[src/rtl/pb_hash_pkg.sv]
// Purpose: shared types and constants for the PHOTON-Beetle hash absorb engine.
// Latency: n/a (types and constants only).
// Backpressure: n/a.
package pb_hash_pkg;

  typedef enum logic [1:0] {
    IDLE,
    ACCEPT,
    OUT,
    DONE
  } state_e;

  // First byte after the message in a partial block; later lanes are zero.
  localparam logic [7:0] PAD_BYTE   = 8'h01;

  // Domain-separation constants reported at the end of a message.
  localparam logic [2:0] CONST_FULL = 3'd1;  // length is a whole number of blocks (incl. 0)
  localparam logic [2:0] CONST_PAD  = 3'd2;  // final block was padded

endpackage

[src/rtl/pb_pad_lanes.sv]
// Purpose: combinational 10*-style padder for one rate block.
// Latency: combinational, zero cycles.
// Backpressure: none; pure function of its inputs.
//
// Ports:
//   data_i   - raw message block, lane i = bits [8i+7:8i]
//   nbytes_i - number of valid message bytes (0..RATE_BYTES)
//   padded_o - lanes < nbytes_i from data_i, lane nbytes_i = PAD_BYTE
//              (only if nbytes_i < RATE_BYTES), all higher lanes zero
module pb_pad_lanes
  import pb_hash_pkg::*;
#(
  parameter int RATE_BYTES = 4,
  parameter int NB_W       = $clog2(RATE_BYTES + 1)
) (
  input  logic [8*RATE_BYTES-1:0] data_i,
  input  logic [NB_W-1:0]         nbytes_i,
  output logic [8*RATE_BYTES-1:0] padded_o
);

  always_comb begin
    padded_o = '0;
    for (int i = 0; i < RATE_BYTES; i++) begin
      if (i < int'(nbytes_i)) begin
        padded_o[8*i +: 8] = data_i[8*i +: 8];
      end else if (i == int'(nbytes_i)) begin
        // Never matches for a full block, so full blocks carry no pad byte.
        padded_o[8*i +: 8] = PAD_BYTE;
      end
    end
  end

endmodule

[src/rtl/pb_hash_absorb.sv]
// Purpose: sequential absorb engine; XORs padded message blocks into the rate state.
// Latency: block accepted in cycle N is presented on io_out_* in cycle N+1.
// Backpressure: input is refused while a block waits on io_out_ready; one block per 2 cycles peak.
//
// Ports:
//   clock, reset                  - clock and asynchronous active-high reset
//   io_start, io_len_bytes        - start a message of the given byte length (IDLE only)
//   io_in_valid/ready/data        - message block stream
//   io_rate_in                    - current rate part of the permutation state
//   io_out_valid/ready/data/last  - absorbed block stream towards the permutation
//   io_done, io_const             - end-of-message pulse and domain constant
//   io_blk_cnt                    - absorbed block count, present only when
//                                   PB_HASH_ABSORB_BLKCNT_EN is defined
module pb_hash_absorb
  import pb_hash_pkg::*;
#(
  parameter int RATE_BYTES = 4,
  parameter int LEN_W      = 64,
  parameter int CNT_W      = 32
) (
  input  logic                    clock,
  input  logic                    reset,
  input  logic                    io_start,
  input  logic [LEN_W-1:0]        io_len_bytes,
  input  logic                    io_in_valid,
  output logic                    io_in_ready,
  input  logic [8*RATE_BYTES-1:0] io_in_data,
  input  logic [8*RATE_BYTES-1:0] io_rate_in,
  output logic                    io_out_valid,
  input  logic                    io_out_ready,
  output logic [8*RATE_BYTES-1:0] io_out_data,
  output logic                    io_out_last,
  output logic                    io_done,
`ifdef PB_HASH_ABSORB_BLKCNT_EN
  output logic [CNT_W-1:0]        io_blk_cnt,
`endif
  output logic [2:0]              io_const
);

  localparam int NB_W = $clog2(RATE_BYTES + 1);
  localparam int DW   = 8 * RATE_BYTES;

  state_e            state_q;
  logic [LEN_W-1:0]  rem_q;
  logic              pad_q;       // final absorbed block carried padding
  logic              in_ready_q;
  logic              out_valid_q;
  logic [DW-1:0]     out_data_q;
  logic              out_last_q;
  logic              done_q;
  logic [2:0]        const_q;
`ifdef PB_HASH_ABSORB_BLKCNT_EN
  logic [CNT_W-1:0]  blk_cnt_q;
`endif

  logic              rem_short;
  logic [NB_W-1:0]   take;
  logic [DW-1:0]     padded;
  logic [DW-1:0]     out_data_d;
  logic              out_last_d;
  logic [LEN_W-1:0]  rem_d;

  // Bytes consumed by this block: min(rem, RATE_BYTES). The subtraction
  // below can therefore never wrap.
  always_comb begin
    rem_short  = rem_q < LEN_W'(RATE_BYTES);
    take       = rem_short ? rem_q[NB_W-1:0] : NB_W'(RATE_BYTES);
    out_last_d = rem_q <= LEN_W'(RATE_BYTES);
    rem_d      = rem_q - LEN_W'(take);
    out_data_d = io_rate_in ^ padded;
  end

  pb_pad_lanes #(
    .RATE_BYTES (RATE_BYTES),
    .NB_W       (NB_W)
  ) u_pad (
    .data_i   (io_in_data),
    .nbytes_i (take),
    .padded_o (padded)
  );

  always_ff @(posedge clock or posedge reset) begin
    if (reset) begin
      state_q     <= IDLE;
      rem_q       <= '0;
      pad_q       <= 1'b0;
      in_ready_q  <= 1'b0;
      out_valid_q <= 1'b0;
      out_data_q  <= '0;
      out_last_q  <= 1'b0;
      done_q      <= 1'b0;
      const_q     <= '0;
`ifdef PB_HASH_ABSORB_BLKCNT_EN
      blk_cnt_q   <= '0;
`endif
    end else begin
      done_q <= 1'b0;
      case (state_q)
        IDLE: begin
          if (io_start) begin
            rem_q   <= io_len_bytes;
            const_q <= '0;
            pad_q   <= 1'b0;
`ifdef PB_HASH_ABSORB_BLKCNT_EN
            blk_cnt_q <= '0;
`endif
            if (io_len_bytes == '0) begin
              // Empty message: no blocks, pad_q=0 yields CONST_FULL.
              state_q <= DONE;
            end else begin
              state_q    <= ACCEPT;
              in_ready_q <= 1'b1;
            end
          end
        end
        ACCEPT: begin
          if (io_in_valid) begin
            in_ready_q  <= 1'b0;
            out_valid_q <= 1'b1;
            out_data_q  <= out_data_d;
            out_last_q  <= out_last_d;
            pad_q       <= rem_short;
            rem_q       <= rem_d;
            state_q     <= OUT;
          end
        end
        OUT: begin
          if (io_out_ready) begin
            out_valid_q <= 1'b0;
`ifdef PB_HASH_ABSORB_BLKCNT_EN
            blk_cnt_q   <= blk_cnt_q + 1'b1;
`endif
            if (out_last_q) begin
              state_q <= DONE;
            end else begin
              state_q    <= ACCEPT;
              in_ready_q <= 1'b1;
            end
          end
        end
        DONE: begin
          done_q  <= 1'b1;
          const_q <= pad_q ? CONST_PAD : CONST_FULL;
          state_q <= IDLE;
        end
        default: state_q <= IDLE;
      endcase
    end
  end

  assign io_in_ready  = in_ready_q;
  assign io_out_valid = out_valid_q;
  assign io_out_data  = out_data_q;
  assign io_out_last  = out_last_q;
  assign io_done      = done_q;
  assign io_const     = const_q;
`ifdef PB_HASH_ABSORB_BLKCNT_EN
  assign io_blk_cnt   = blk_cnt_q;
`endif

endmodule

[config.mk]
export PLATFORM = sky130hd
export DESIGN_NAME = pb_hash_absorb
export DESIGN_NICKNAME = d
export VERILOG_FILES = /design/src/rtl/pb_hash_pkg.sv /design/src/rtl/pb_pad_lanes.sv /design/src/rtl/pb_hash_absorb.sv
export SDC_FILE = /design/constraint.sdc
export NUM_CORES = 1
export LEC_CHECK = 0
export ABC_AREA = 1
export CAP_MARGIN = 30
export CORE_UTILIZATION = 30
export CTS_CLUSTER_DIAMETER = 60
export DETAILED_ROUTE_END_ITERATION = 7
export PLACE_DENSITY_LB_ADDON = 0.25
export SLEW_MARGIN = 20
export SYNTH_ARGS = -nofsm -noshare
export SYNTH_HDL_FRONTEND = slang
export SYNTH_SLANG_ARGS = --single-unit
[constraint.sdc]
create_clock -name clock -period 4.4 [get_ports clock]
set_input_delay 0.44 -clock clock [delete_from_list [all_inputs] [get_ports clock]]
set_output_delay 0.44 -clock clock [all_outputs]
set_load 0.02 [all_outputs]
==> metrics <==
Tmin final around 2.9 ns; Post-Syn Instances between 1,000 and 1,500; area leader, netlist dfrtp_1; ANT cells 0; die area approximately 26,000 um2; # fillers between 2,000 and 3,000; DP HPWL slightly below 20,000 um; Slew HR 45.52%; Global Route Usage Sum between 20% and 30%; Async S/R FF share, synth 100.0%; Num CTS Buffers 9; via count between 8,000 and 9,000; Final Cycle Share between 60% and 70%; PortBufs 170; critical path endpoint category register; share of the synthesized area in the top cell type roughly a third; placed cell areas roughly 9500 um2; largest net degree at the start of global routing 106; CP delay by family, top simple AND/OR/NAND/NOR gates; first-pass GRT wire length about 42,000 um; Worst-path clk slew 0.08 ns; clock sinks between 100 and 150; initial antenna violation count 0; WL per Instance roughly 16 um; layout cells sized above 1 approximately 6.5%; PwrDens between 600 and 700 nW/um2; crit-path most repeated cell nand2_1; maximum vdd drop about 320 uV; Synth cell types 46; I/O pin total roughly 170; DRT Pass-1 Iters 5; Clock Skew 0.008984 ns; Top FF cell, synth dfrtp_1; Slew @ Worst Pin roughly 0.81 ns; EDFF count, synth 0; total setup buffers inserted after CTS 0; syn_nets approximately 1,300; status finished clean; CP peak stage delay about 0.45 ns; DR DRC count 0; # rows 57; Post-CTS Resized 0; Final Hold Viols 0; clk root buf clkbuf_16; Setup TNS Final 0 ns; Max Clk Rate ~0.35 GHz; die width roughly 160 um; GP Congestion approximately 0.91; drt via density slightly below 5; CTS tree built; slowest CP cell dfrtp_1; synthesized area per cell about 6.6 um2; Routed Antenna Nets 0; DR iter-0 viols 619; Clock Latency Late Sink ~0.36 ns; CP arrival around 3.2 ns; Die H between 150 and 200 um; # hold bufs at CTS 0; vias in the first global route 7,749; area growth from synthesis to layout 30.52%; CP Data Required Time 4.66 ns; routed wire length ~26,000 um; Max Slew Vio Count 0; CP Cell Sequence nor2_1 > nand2_1 > nor2_1 > nand2_1 > nor2_2 > nand2_2 > nand2_2 > ha_1 > inv_1 > nand2_4 > nand2_8 > nand2_1 > nor2_1 > nand2_1 > nand2_1 > nand3_1 > nand2_1 > nand2_1; FF+latch count, synth between 100 and 150; design area a little under 10,000 um2; Max Buffers Root-to-Sink 2; max cap viols 0; initial core utilization 30.79%; Seq/Total Area, Yosys a little over a third; Worst Path Buf+Inv 1; worst-path maximum fanout 20; Core ar. about 25,000 um2; H-tree depth 3; crit start category register; Synth area leaders dfrtp_1 35%, nand2_1 12%, nor2_1 7.7%, inv_1 7.3%, o21ai_0 7.0%; RSZ-0062 raised after global routing no; Pleak 4.234 nW; Yosys warning total 0; HP Class reg -> reg; final setup vio count 0; critical path class reg -> reg; Final Net Count between 1,000 and 1,500; Post-Synthesis Cell Area 7555 um2; total congestion overflow 0
[layout by cell type (no fill, tap or decap), types with 2 or more instances in the layout]
master           synthesis  final
clkbuf_16                0      9
nor2_2                  12     11
inv_2                    5      5
nand3_2                  5      5
nor2_4                   6      7
nor4_1                  24     24
nor3_4                   2      2
inv_1                  146    145
nand2_8                  2      2
a31oi_1                  2      2
a21oi_1                 47     47
o31ai_1                  2      2
or2_2                    9      9
nand4_1                 17     17
inv_8                    0      3
xor2_1                   8      8
dfrtp_1                105    105
clkdlybuf4s50_1          0    170
xnor2_1                  4      4
nand3b_1                28     28
nor3_1                  12     12
nand3_1                 93     93
and2_1                   5      5
conb_1                   2      2
o21ai_1                 17     17
o211ai_1                 7      7
nor2_1                 155    155
nand2_2                 11     12
o21bai_1                 3      3
nand2_1                245    244
buf_4                    1      7
o22ai_1                 12     12
o21ai_0                105    105
[per-stage QoR]
step / total power, mW / cells / util, % / hold WS (ns) / setup WS (ns)
6_report: 6.000 / 1621 / 40.19 / 0.4827 / 1.504
5_1_grt: 6.530 / 1621 / 40.19 / 0.4995 / 1.234
4_1_cts: 5.987 / 1620 / 40.08 / 0.4870 / 1.506
3_5_place_dp: 5.124 / 1604 / 38.87 / 0.4643 / 1.522
3_3_place_gp: 5.084 / 1604 / 38.87 / 0.4510 / 1.552
2_1_floorplan: 3.999 / 1142 / - / 0.4375 / 1.199
[cell families (layout without fill, tap and decap cells)]
logic type	after synthesis	count (layout)	share of synthesized area, %
simple gates	631	631	39.38
buf+inv	191	346	10.05
other cells	2	2	0.09941
flops	105	105	34.78
xor+xnor	12	12	1.391
fa+ha+maj	1	1	0.1656
compound gates	200	200	14.13
[per-layer routing]
layer	vias up	GRT usage, %	share of wire, %
li1	4031	-	-
met1	3769	28.98	46
met2	227	32.90	46
met3	35	2.686	5.3
met4	0	6.475	2.2
met5	-	0	0
[final cells by class]
class / count / area [um2] / share of cell area (%)
repair buffers: 178 / 1782 / 18.07
inverters: 152 / 573.1 / 5.811
clock inverters: 6 / 58.81 / 0.5964
clock buffers: 10 / 239.0 / 2.424
well taps: 324 / 405.4 / 4.111
multi-input cells: 846 / 4175 / 42.34
flip-flops and latches: 105 / 2628 / 26.65
[state kept, by name, indices dropped and copies added, names as in the netlist]
| signal | flops |
|---|---|
| io_const | 2 |
| io_done | 1 |
| io_in_ready | 1 |
| io_out_data | 32 |
| io_out_last | 1 |
| io_out_valid | 1 |
| pad_q | 1 |
| rem_q | 64 |
| state_q | 2 |
[report_power, final]
part / internal [mW] / switching (mW)
sequential: 1.43 / 0.501
clock: 0.416 / 0.425
combinational: 1.21 / 2.01
total: 3.06 / 2.94
[path summary, 6_finish.rpt]
kind	depth (start not counted)	to	slack, ns	start
setup / recovery	18	rem_q[44]	1.50	rem_q[40]
hold / removal	2	io_out_data[10]	0.48	io_out_data[10]
setup reg to reg	18	rem_q[44]	1.50	rem_q[40]
hold reg to reg	2	io_out_data[10]	0.48	io_out_data[10]
max in group asynchronous	3	io_out_data[9]	2.97	reset
min in group asynchronous	2	io_out_data[20]	0.55	reset
[synth_stat cells (2+ instances only)]
| library cell | number |
|---|---|
| a21oi_1 | 47 |
| a31oi_1 | 2 |
| and2_1 | 5 |
| buf_1 | 7 |
| buf_2 | 7 |
| buf_6 | 4 |
| clkbuf_1 | 20 |
| conb_1 | 2 |
| dfrtp_1 | 105 |
| inv_1 | 146 |
| inv_2 | 5 |
| nand2_1 | 245 |
| nand2_2 | 11 |
| nand2_8 | 2 |
| nand3_1 | 93 |
| nand3_2 | 5 |
| nand3b_1 | 28 |
| nand4_1 | 17 |
| nor2_1 | 155 |
| nor2_2 | 12 |
| nor2_4 | 6 |
| nor3_1 | 12 |
| nor3_4 | 2 |
| nor4_1 | 24 |
| o211ai_1 | 7 |
| o21ai_0 | 105 |
| o21ai_1 | 17 |
| o21bai_1 | 3 |
| o22ai_1 | 12 |
| o31ai_1 | 2 |
| or2_2 | 9 |
| xnor2_1 | 4 |
| xor2_1 | 8 |
[tightest hold or removal path: cells and delay by family (launching register included)]
family        cells  cell delay [ns]
flops             1             0.35
simple gates      2             0.11
No activity file was read; power rests on OpenSTA's default activity.
